### config.mk
export PLATFORM = sky130hd
export DESIGN_NAME = countdown_timer
export DESIGN_NICKNAME = d
export VERILOG_FILES = /design/src/rtl/countdown_timer.sv
export SDC_FILE = /design/constraint.sdc
export NUM_CORES = 1
export LEC_CHECK = 0
export BUFFER_PORTS_ARGS = -buffer_cell sky130_fd_sc_hd__buf_2
export CAP_MARGIN = 0
export CORE_ASPECT_RATIO = 0.5
export CORE_MARGIN = 1
export CORE_UTILIZATION = 55
export DETAILED_ROUTE_END_ITERATION = 10
export PLACE_DENSITY_LB_ADDON = 0.08
export SYNTH_ARGS = -nofsm -noshare
export SYNTH_HDL_FRONTEND = slang
export SYNTH_SLANG_ARGS = --single-unit
### constraint.sdc
create_clock -name clk -period 2.35 [get_ports clk]
set_input_delay 0.1175 -clock clk [delete_from_list [all_inputs] [get_ports clk]]
set_output_delay 0.1175 -clock clk [all_outputs]
set_load 0.1 [all_outputs]
### src/rtl/countdown_timer.sv
// Loadable down-counter with built-in tick prescaler and one-cycle done pulse.
// Define COUNTDOWN_AUTORELOAD_EN to reload from the last loaded value on completion.
module countdown_timer #(
    parameter int WIDTH = 4,
    parameter int DIV   = 500000
) (
    input  logic             clk,
    input  logic             reset,
    input  logic             load,
    input  logic [WIDTH-1:0] load_val,
    input  logic             start,
    input  logic             pause,
    output logic [WIDTH-1:0] out,
    output logic             busy,
    output logic             done
);

    localparam int PW = (DIV > 1) ? $clog2(DIV) : 1;
    localparam logic [PW-1:0] PRESC_MAX = PW'(DIV - 1);

`ifdef COUNTDOWN_AUTORELOAD_EN
    localparam bit AUTORELOAD = 1'b1;
`else
    localparam bit AUTORELOAD = 1'b0;
`endif

    typedef enum logic [1:0] {
        IDLE,
        RUN,
        PAUSED
    } state_t;

    state_t           state, state_d;
    logic [PW-1:0]    presc, presc_d;
    logic [WIDTH-1:0] out_d;
    logic [WIDTH-1:0] reload, reload_d;
    logic             busy_d, done_d;

    always_comb begin
        // NOTE: every output of this block gets a hold/default value first so no latch is inferred.
        state_d  = state;
        presc_d  = presc;
        out_d    = out;
        reload_d = reload;
        done_d   = 1'b0;

        if (load) begin
            out_d    = load_val;
            reload_d = load_val;
            presc_d  = '0;
            state_d  = IDLE;
        end else begin
            unique case (state)
                IDLE: begin
                    if (start && out != '0) begin
                        state_d = RUN;
                        presc_d = '0;
                    end
                end
                RUN: begin
                    // start outranks pause, so both together keep the count running
                    if (pause && !start) begin
                        state_d = PAUSED;
                    end else if (presc == PRESC_MAX) begin
                        presc_d = '0;
                        if (out == WIDTH'(1)) begin
                            done_d  = 1'b1;
                            out_d   = AUTORELOAD ? reload : '0;
                            state_d = AUTORELOAD ? RUN : IDLE;
                        end else if (out != '0) begin
                            out_d = out - WIDTH'(1);
                        end
                    end else begin
                        presc_d = presc + PW'(1);
                    end
                end
                PAUSED: begin
                    if (start) state_d = RUN;
                end
                default: state_d = IDLE;
            endcase
        end

        busy_d = (state_d != IDLE);
    end

    // NOTE: sequential state uses non-blocking assignments so all registers update together.
    always_ff @(posedge clk) begin
        if (reset) begin
            state  <= IDLE;
            presc  <= '0;
            out    <= '0;
            reload <= '0;
            busy   <= 1'b0;
            done   <= 1'b0;
        end else begin
            state  <= state_d;
            presc  <= presc_d;
            out    <= out_d;
            reload <= reload_d;
            busy   <= busy_d;
            done   <= done_d;
        end
    end

endmodule
==> impl_metrics.prom, run 1 <==
# TYPE chip_impl_metric gauge
chip_impl_metric{name="syn_area_per_cell",unit="um^2"} 8.53
chip_impl_metric{name="ios",unit=""} 15
chip_impl_metric{name="min_period",unit="ns"} 2.13
chip_impl_metric{name="achievable-frequency",unit="MHz"} 469
chip_impl_info{name="reg2reg_to",value="presc[16]"} 1
chip_impl_metric{name="max-vdd-ir-drop",unit="mV"} 0.325
chip_impl_metric{name="cts_sinks",unit=""} 27
chip_impl_metric{name="power_leakage",unit="nW"} 0.593
chip_impl_metric{name="fin_crit_sh",unit="%"} 90.7
chip_impl_info{name="yosysMostFrequentCell",value="dfxtp_1"} 1
chip_impl_metric{name="dp_hpwl",unit="um"} 2400
chip_impl_metric{name="final-setup-viol-count",unit=""} 0
chip_impl_metric{name="cts_inserted_buffers",unit=""} 3
chip_impl_metric{name="first_pass_iters",unit=""} 4
chip_impl_info{name="r2r_start",value="out[0]"} 1
chip_impl_metric{name="initial_antenna_violation_count",unit=""} 0
chip_impl_info{name="crit_slowest_cell",value="or4_4"} 1
chip_impl_metric{name="slew_viol_final",unit=""} 0
chip_impl_metric{name="io_buffer_count",unit=""} 14
chip_impl_info{name="synth_top_cell_by_area",value="dfxtp_1"} 1
chip_impl_info{name="startpoint",value="out[0]"} 1
chip_impl_metric{name="slowest_delay",unit="ns"} 0.60
chip_impl_metric{name="postRouteAntennaNets",unit=""} 0
chip_impl_metric{name="post_drt_via_cell_ratio",unit=""} 5.78
chip_impl_metric{name="die-width",unit="um"} 75.9
chip_impl_metric{name="die_h",unit="um"} 38.9
chip_impl_metric{name="ys_warn_count",unit=""} 0
chip_impl_metric{name="count_of_instances_resized_after_the_clock_tree_is_built",unit=""} 0
chip_impl_metric{name="synth_sequential_area_ratio",unit="%"} 36.0
chip_impl_metric{name="syn_area",unit="mm^2"} 0.00150
chip_impl_metric{name="max_slew_margin",unit="%"} 63.8
chip_impl_metric{name="drc_errors",unit=""} 0
chip_impl_metric{name="ys_ff_latch",unit=""} 27
chip_impl_metric{name="floorplan.core_area",unit="mm^2"} 0.00239
chip_impl_info{name="hold_path.class",value="primary input to register"} 1
chip_impl_metric{name="gr-usage-all-layers",unit="%"} 25.3
chip_impl_metric{name="synthDistinctLibCells",unit=""} 46
chip_impl_metric{name="cts.htree.levels",unit=""} 1
chip_impl_info{name="tritoncts",value="yes"} 1
chip_impl_info{name="critical_path.endpoint",value="presc[16]"} 1
chip_impl_metric{name="post-synth-top-area-fraction",unit="%"} 36.0
chip_impl_metric{name="arrival",unit="ns"} 2.32
chip_impl_metric{name="multi_input_comb_area",unit="um^2"} 921
chip_impl_metric{name="final_layout_size_suffix_gt1_share",unit="%"} 18.1
chip_impl_metric{name="layout.filler_cells",unit=""} 201
chip_impl_metric{name="r2r.worst_path.cells",unit=""} 7
chip_impl_metric{name="critical_path_peak_fanout",unit=""} 8
chip_impl_metric{name="synth-async-reset-ratio",unit="%"} 0
chip_impl_metric{name="syn_inst",unit=""} 176
chip_impl_metric{name="power_density",unit="mW/mm^2"} 524
chip_impl_metric{name="hold_violations",unit=""} 0
chip_impl_metric{name="post_cts_buffers",unit=""} 0
chip_impl_info{name="critPathKind",value="register to register"} 1
chip_impl_metric{name="numPlacedInstances",unit=""} 224
chip_impl_metric{name="cts_buffer_depth",unit=""} 2
chip_impl_metric{name="cts.reportedPaths.clkPinSlew",unit="ns"} 0.09
chip_impl_metric{name="area_growth",unit="%"} 12.7
chip_impl_info{name="synth_ff_type",value="dfxtp_1"} 1
chip_impl_metric{name="grt_max_degree",unit=""} 19
chip_impl_metric{name="area_taken_by_flip_flops_and_latches",unit="um^2"} 551
chip_impl_metric{name="drt_iter0_markers",unit=""} 80
chip_impl_metric{name="place_congestion",unit=""} 0.889
chip_impl_info{name="outcome",value="completed"} 1
chip_impl_info{name="critical_path.endpoint_type",value="register"} 1
chip_impl_metric{name="timing.critical_path.required",unit="ns"} 2.53
chip_impl_metric{name="n_antenna_cell",unit=""} 0
chip_impl_metric{name="layout.nets",unit=""} 207
chip_impl_metric{name="layout.cells.non_filler",unit=""} 228
chip_impl_metric{name="r2r_slack",unit="ns"} 0.22
chip_impl_metric{name="grt_pass1_wl",unit="um"} 5290
chip_impl_metric{name="syn-num-nets",unit=""} 189
chip_impl_metric{name="worstSkewPairLatency",unit="ns"} 0.28
chip_impl_info{name="synth_top_cells_by_count",value="dfxtp_1, nor2_1, nand2_1"} 1
chip_impl_metric{name="max-cap-violations",unit=""} 0
chip_impl_metric{name="start_util",unit="%"} 62.9
chip_impl_info{name="rsz0062_at_grt",value="no"} 1
chip_impl_info{name="timing.critical_path.from_type",value="register"} 1
chip_impl_metric{name="first_global_vias",unit=""} 1105
chip_impl_metric{name="routed_wl",unit="um"} 3220
chip_impl_metric{name="routed-via-count",unit=""} 1318
chip_impl_metric{name="grt_overflow",unit=""} 0
chip_impl_metric{name="post-layout-total-power",unit="mW"} 0.886
chip_impl_info{name="cts_root_buffer",value="clkbuf_8"} 1
chip_impl_metric{name="clock-skew-final",unit="ns"} 0.00727
chip_impl_info{name="ys_top_cells_by_area",value="dfxtp_1, nor2_1, xnor2_1"} 1
chip_impl_metric{name="holdWs",unit="ns"} 0.0876
chip_impl_metric{name="drt-wirelength-per-cell",unit="um"} 14.1
chip_impl_metric{name="cts.hold.buffers_added",unit=""} 0
chip_impl_metric{name="synth_enable_flop_cells",unit=""} 0
chip_impl_metric{name="totalNegativeSetupSlack",unit="ns"} 0
chip_impl_metric{name="die_area",unit="mm^2"} 0.00296
chip_impl_metric{name="worst_slew_pin_slew",unit="ns"} 0.536
chip_impl_info{name="critical_path.cell_chain",value="inv_1 > ha_1 > nor4b_1 > or4_4 > nor3_4 > a31oi_1 > a311oi_1"} 1
chip_impl_metric{name="row_count",unit=""} 12
==> metal layers <==
| layer | vias up | share of wire [%] | global-route usage (%) |
|---|---|---|---|
| met5 | - | 0 | 0 |
| met4 | 0 | 0.71 | 5.56 |
| met3 | 4 | 6.0 | 7.03 |
| met2 | 42 | 42 | 38.7 |
| met1 | 592 | 51 | 35.2 |
| li1 | 680 | - | - |
==> layout make-up <==
cell class                      instances  share of cell area (%)
Multi-Input combinational cell        139                    54.4
Clock buffer                            4                    2.66
Tap cell                               35                    2.59
Inverter                                5                    1.11
Sequential cell                        27                    32.5
Timing Repair Buffer                   18                    6.66
==> registers in the layout, indices dropped and copies added, names as in the netlist <==
name,flops
done,1
state,2
presc,19
busy,1
out,4
==> cells by family (layout without fill, tap and decap cells) <==
group | after synthesis | after routing | synth area share [%]
DFF | 27 | 27 | 36.0
and+or+nand+nor | 95 | 95 | 35.7
AOI/OAI and AO/OA | 24 | 24 | 12.3
adders and majority gates | 4 | 4 | 3.33
muxes | 1 | 1 | 0.667
buffers and inverters | 10 | 27 | 3.33
xor gates and xnor gates | 15 | 15 | 8.75
==> worst min path at each step <==
stage	startpoint	to	slack [ns]	cells past startpoint
2_1_floorplan	reset	out[0]	0.18	1
3_3_place_gp	start	state[1]	0.37	2
3_5_place_dp	start	state[1]	0.38	2
4_1_cts	start	state[1]	0.08	2
5_1_grt	start	state[1]	0.09	2
6_report	start	state[1]	0.09	2
==> power breakdown <==
part | total [mW] | switching (mW) | internal [mW]
Sequential | 0.473 | 0.00917 | 0.464
Clock | 0.269 | 0.147 | 0.122
Combinational | 0.143 | 0.0976 | 0.0458
Total | 0.886 | 0.254 | 0.632
==> worst max-delay path: cells and delay by family (launching register included) <==
kind / cells / cell delay [ns]
flops: 1 / 0.37
fa+ha+maj: 1 / 0.21
compound gates: 2 / 0.40
simple gates: 3 / 0.99
buf+inv: 1 / 0.07
==> metrics by stage <==
step	setup WS, ns	area, um^2	utilization [%]
floorplan	0.124	1510	-
global placement	0.240	1640	68.8
detailed placement	0.107	1640	68.8
CTS	0.0748	1690	70.7
global route	0.108	1690	70.9
finish	0.218	1690	70.9
==> placed cells by master, fill, tap and decap left out, types with 4 or more instances in the layout <==
cell type	n
xnor2_1	8
a21oi_1	7
nor4_1	4
inv_1	5
ha_1	4
xor2_1	7
nand3_1	8
nand2_1	18
buf_2	14
and4_1	4
nor3_1	6
dfxtp_1	23
nand4_1	9
nor2_1	24
Note: power is estimated with default switching activity, not from simulation.
==> run 2: changes to the inputs <==
Settings changed: CORE_MARGIN 1 to 8.
==> run 2 against run 1 <==
Net effect:
- combinational power is essentially flat
- die area grew 61%
- register-to-register slack lost 0.08 ns
- clock skew shrank 0.0028 ns
- via count grew 0.83%
- highest routed layer unchanged
==> impl_metrics.prom, run 2 (synthesis results as in run 1) <==
# TYPE chip_impl_metric gauge
chip_impl_metric{name="first_global_vias",unit=""} 1247
chip_impl_metric{name="die-width",unit="um"} 89.9
chip_impl_metric{name="gr-usage-all-layers",unit="%"} 14.6
chip_impl_metric{name="floorplan.core_area",unit="mm^2"} 0.00260
chip_impl_metric{name="n_antenna_cell",unit=""} 0
chip_impl_metric{name="multi_input_comb_area",unit="um^2"} 917
chip_impl_metric{name="die_h",unit="um"} 52.9
chip_impl_metric{name="drt-wirelength-per-cell",unit="um"} 14.5
chip_impl_metric{name="layout.nets",unit=""} 207
chip_impl_metric{name="worstSkewPairLatency",unit="ns"} 0.27
chip_impl_metric{name="place_congestion",unit=""} 0.896
chip_impl_info{name="cts_root_buffer",value="clkbuf_8"} 1
chip_impl_metric{name="cts.htree.levels",unit=""} 1
chip_impl_metric{name="achievable-frequency",unit="MHz"} 451
chip_impl_metric{name="max_slew_margin",unit="%"} 67.4
chip_impl_metric{name="grt_pass1_wl",unit="um"} 5740
chip_impl_metric{name="drt_iter0_markers",unit=""} 66
chip_impl_info{name="rsz0062_at_grt",value="no"} 1
chip_impl_metric{name="dp_hpwl",unit="um"} 2540
chip_impl_metric{name="io_buffer_count",unit=""} 14
chip_impl_metric{name="fin_crit_sh",unit="%"} 94.3
chip_impl_metric{name="max-cap-violations",unit=""} 0
chip_impl_metric{name="initial_antenna_violation_count",unit=""} 0
chip_impl_metric{name="cts.reportedPaths.clkPinSlew",unit="ns"} 0.09
chip_impl_metric{name="min_period",unit="ns"} 2.22
chip_impl_metric{name="cts_inserted_buffers",unit=""} 3
chip_impl_metric{name="timing.critical_path.required",unit="ns"} 2.54
chip_impl_metric{name="first_pass_iters",unit=""} 4
chip_impl_metric{name="drc_errors",unit=""} 0
chip_impl_info{name="outcome",value="completed"} 1
chip_impl_metric{name="area_taken_by_flip_flops_and_latches",unit="um^2"} 551
chip_impl_metric{name="ios",unit=""} 15
chip_impl_metric{name="post_cts_buffers",unit=""} 0
chip_impl_metric{name="final-setup-viol-count",unit=""} 0
chip_impl_info{name="timing.critical_path.from_type",value="register"} 1
chip_impl_metric{name="arrival",unit="ns"} 2.40
chip_impl_metric{name="max-vdd-ir-drop",unit="mV"} 0.272
chip_impl_metric{name="routed-via-count",unit=""} 1329
chip_impl_info{name="critPathKind",value="register to register"} 1
chip_impl_info{name="layout.cells.most_common_list",value="nor2_1, dfxtp_1, nand2_1, buf_2, nand4_1"} 1
chip_impl_metric{name="largest_register_ff_count",unit=""} 19
chip_impl_metric{name="grt_overflow",unit=""} 0
chip_impl_metric{name="numPlacedInstances",unit=""} 226
chip_impl_metric{name="layout.cells.non_filler",unit=""} 230
chip_impl_metric{name="cts_sinks",unit=""} 27
chip_impl_metric{name="count_of_instances_resized_after_the_clock_tree_is_built",unit=""} 0
chip_impl_metric{name="critical_path_peak_fanout",unit=""} 8
chip_impl_metric{name="hold_violations",unit=""} 0
chip_impl_metric{name="post_drt_via_cell_ratio",unit=""} 5.78
chip_impl_metric{name="start_util",unit="%"} 57.7
chip_impl_metric{name="totalNegativeSetupSlack",unit="ns"} 0
chip_impl_metric{name="layout.filler_cells",unit=""} 238
chip_impl_metric{name="row_count",unit=""} 13
chip_impl_metric{name="die_area",unit="mm^2"} 0.00476
chip_impl_metric{name="power_density",unit="mW/mm^2"} 518
chip_impl_info{name="largest_register",value="presc"} 1
chip_impl_metric{name="area_growth",unit="%"} 12.6
chip_impl_metric{name="clock-skew-final",unit="ns"} 0.00445
chip_impl_metric{name="cts.hold.buffers_added",unit=""} 0
chip_impl_info{name="critical_path.endpoint_type",value="register"} 1
chip_impl_metric{name="final_layout_size_suffix_gt1_share",unit="%"} 17.6
chip_impl_metric{name="worst_slew_pin_slew",unit="ns"} 0.492
chip_impl_metric{name="grt_max_degree",unit=""} 19
chip_impl_metric{name="postRouteAntennaNets",unit=""} 0
chip_impl_metric{name="power_leakage",unit="nW"} 0.592
chip_impl_info{name="biggest_regs",value="presc (19), out (4), state (2)"} 1
chip_impl_info{name="layout_commonest_cell",value="nor2_1"} 1
chip_impl_metric{name="routed_wl",unit="um"} 3330
chip_impl_metric{name="slew_viol_final",unit=""} 0
chip_impl_info{name="hold_path.class",value="primary input to register"} 1
chip_impl_metric{name="cts_buffer_depth",unit=""} 2
chip_impl_info{name="tritoncts",value="yes"} 1
-- run 2: cell counts in the layout (fill, tap and decap cells not counted) --
Identical to the previous run, type by type.
-- run 2: layout make-up --
type / instances / share of cell area, %
multi-input combinational: 139 / 54.3
inverter: 5 / 1.11
timing repair buffer: 18 / 6.66
tap: 37 / 2.74
clock buffer: 4 / 2.66
sequential: 27 / 32.6
-- run 2: power by group --
part | internal, mW | switching (mW)
combinational | 0.0444 | 0.0974
sequential | 0.464 | 0.00919
clock | 0.121 | 0.139
total | 0.630 | 0.246
-- run 2: final timing paths --
kind                                   to  startpoint  depth (start not counted)  slack [ns]
worst min register to register   presc[1]    presc[1]                          2        0.51
worst max-delay path            presc[16]      out[0]                          7        0.13
worst max register to register  presc[16]      out[0]                          7        0.13
worst min-delay path               out[2]       reset                          2        0.09
-- run 2: worst max-delay path: stages (launching register included) --
cell and delay, ns:
dfxtp_4 0.38, inv_1 0.07, ha_1 0.20, nor4b_1 0.16, or4_1 0.72, nor3_4 0.27
a31oi_1 0.10, a311oi_1 0.23
-- run 2: per-layer routing --
layer	GRT usage, %	part of all wire [%]
met3	4.93	7.4
met1	18.4	49
met4	3.00	0.39
met5	0	0
met2	24.1	43
-- run 2: through the flow --
stage / instance area, um^2 / util (%) / hold slack, ns / setup WS [ns] / total power [mW]
final: 1690 / 65.0 / 0.0898 / 0.134 / 0.876
after global routing: 1690 / 65.0 / 0.0993 / 0.00359 / 0.914
after CTS: 1690 / 65.0 / 0.0821 / 0.137 / 0.885
after detailed placement: 1650 / 63.2 / 0.377 / 0.168 / 0.625
after global placement: 1650 / 63.2 / 0.361 / 0.218 / 0.623
after floorplan: 1510 / - / 0.180 / 0.124 / 0.590
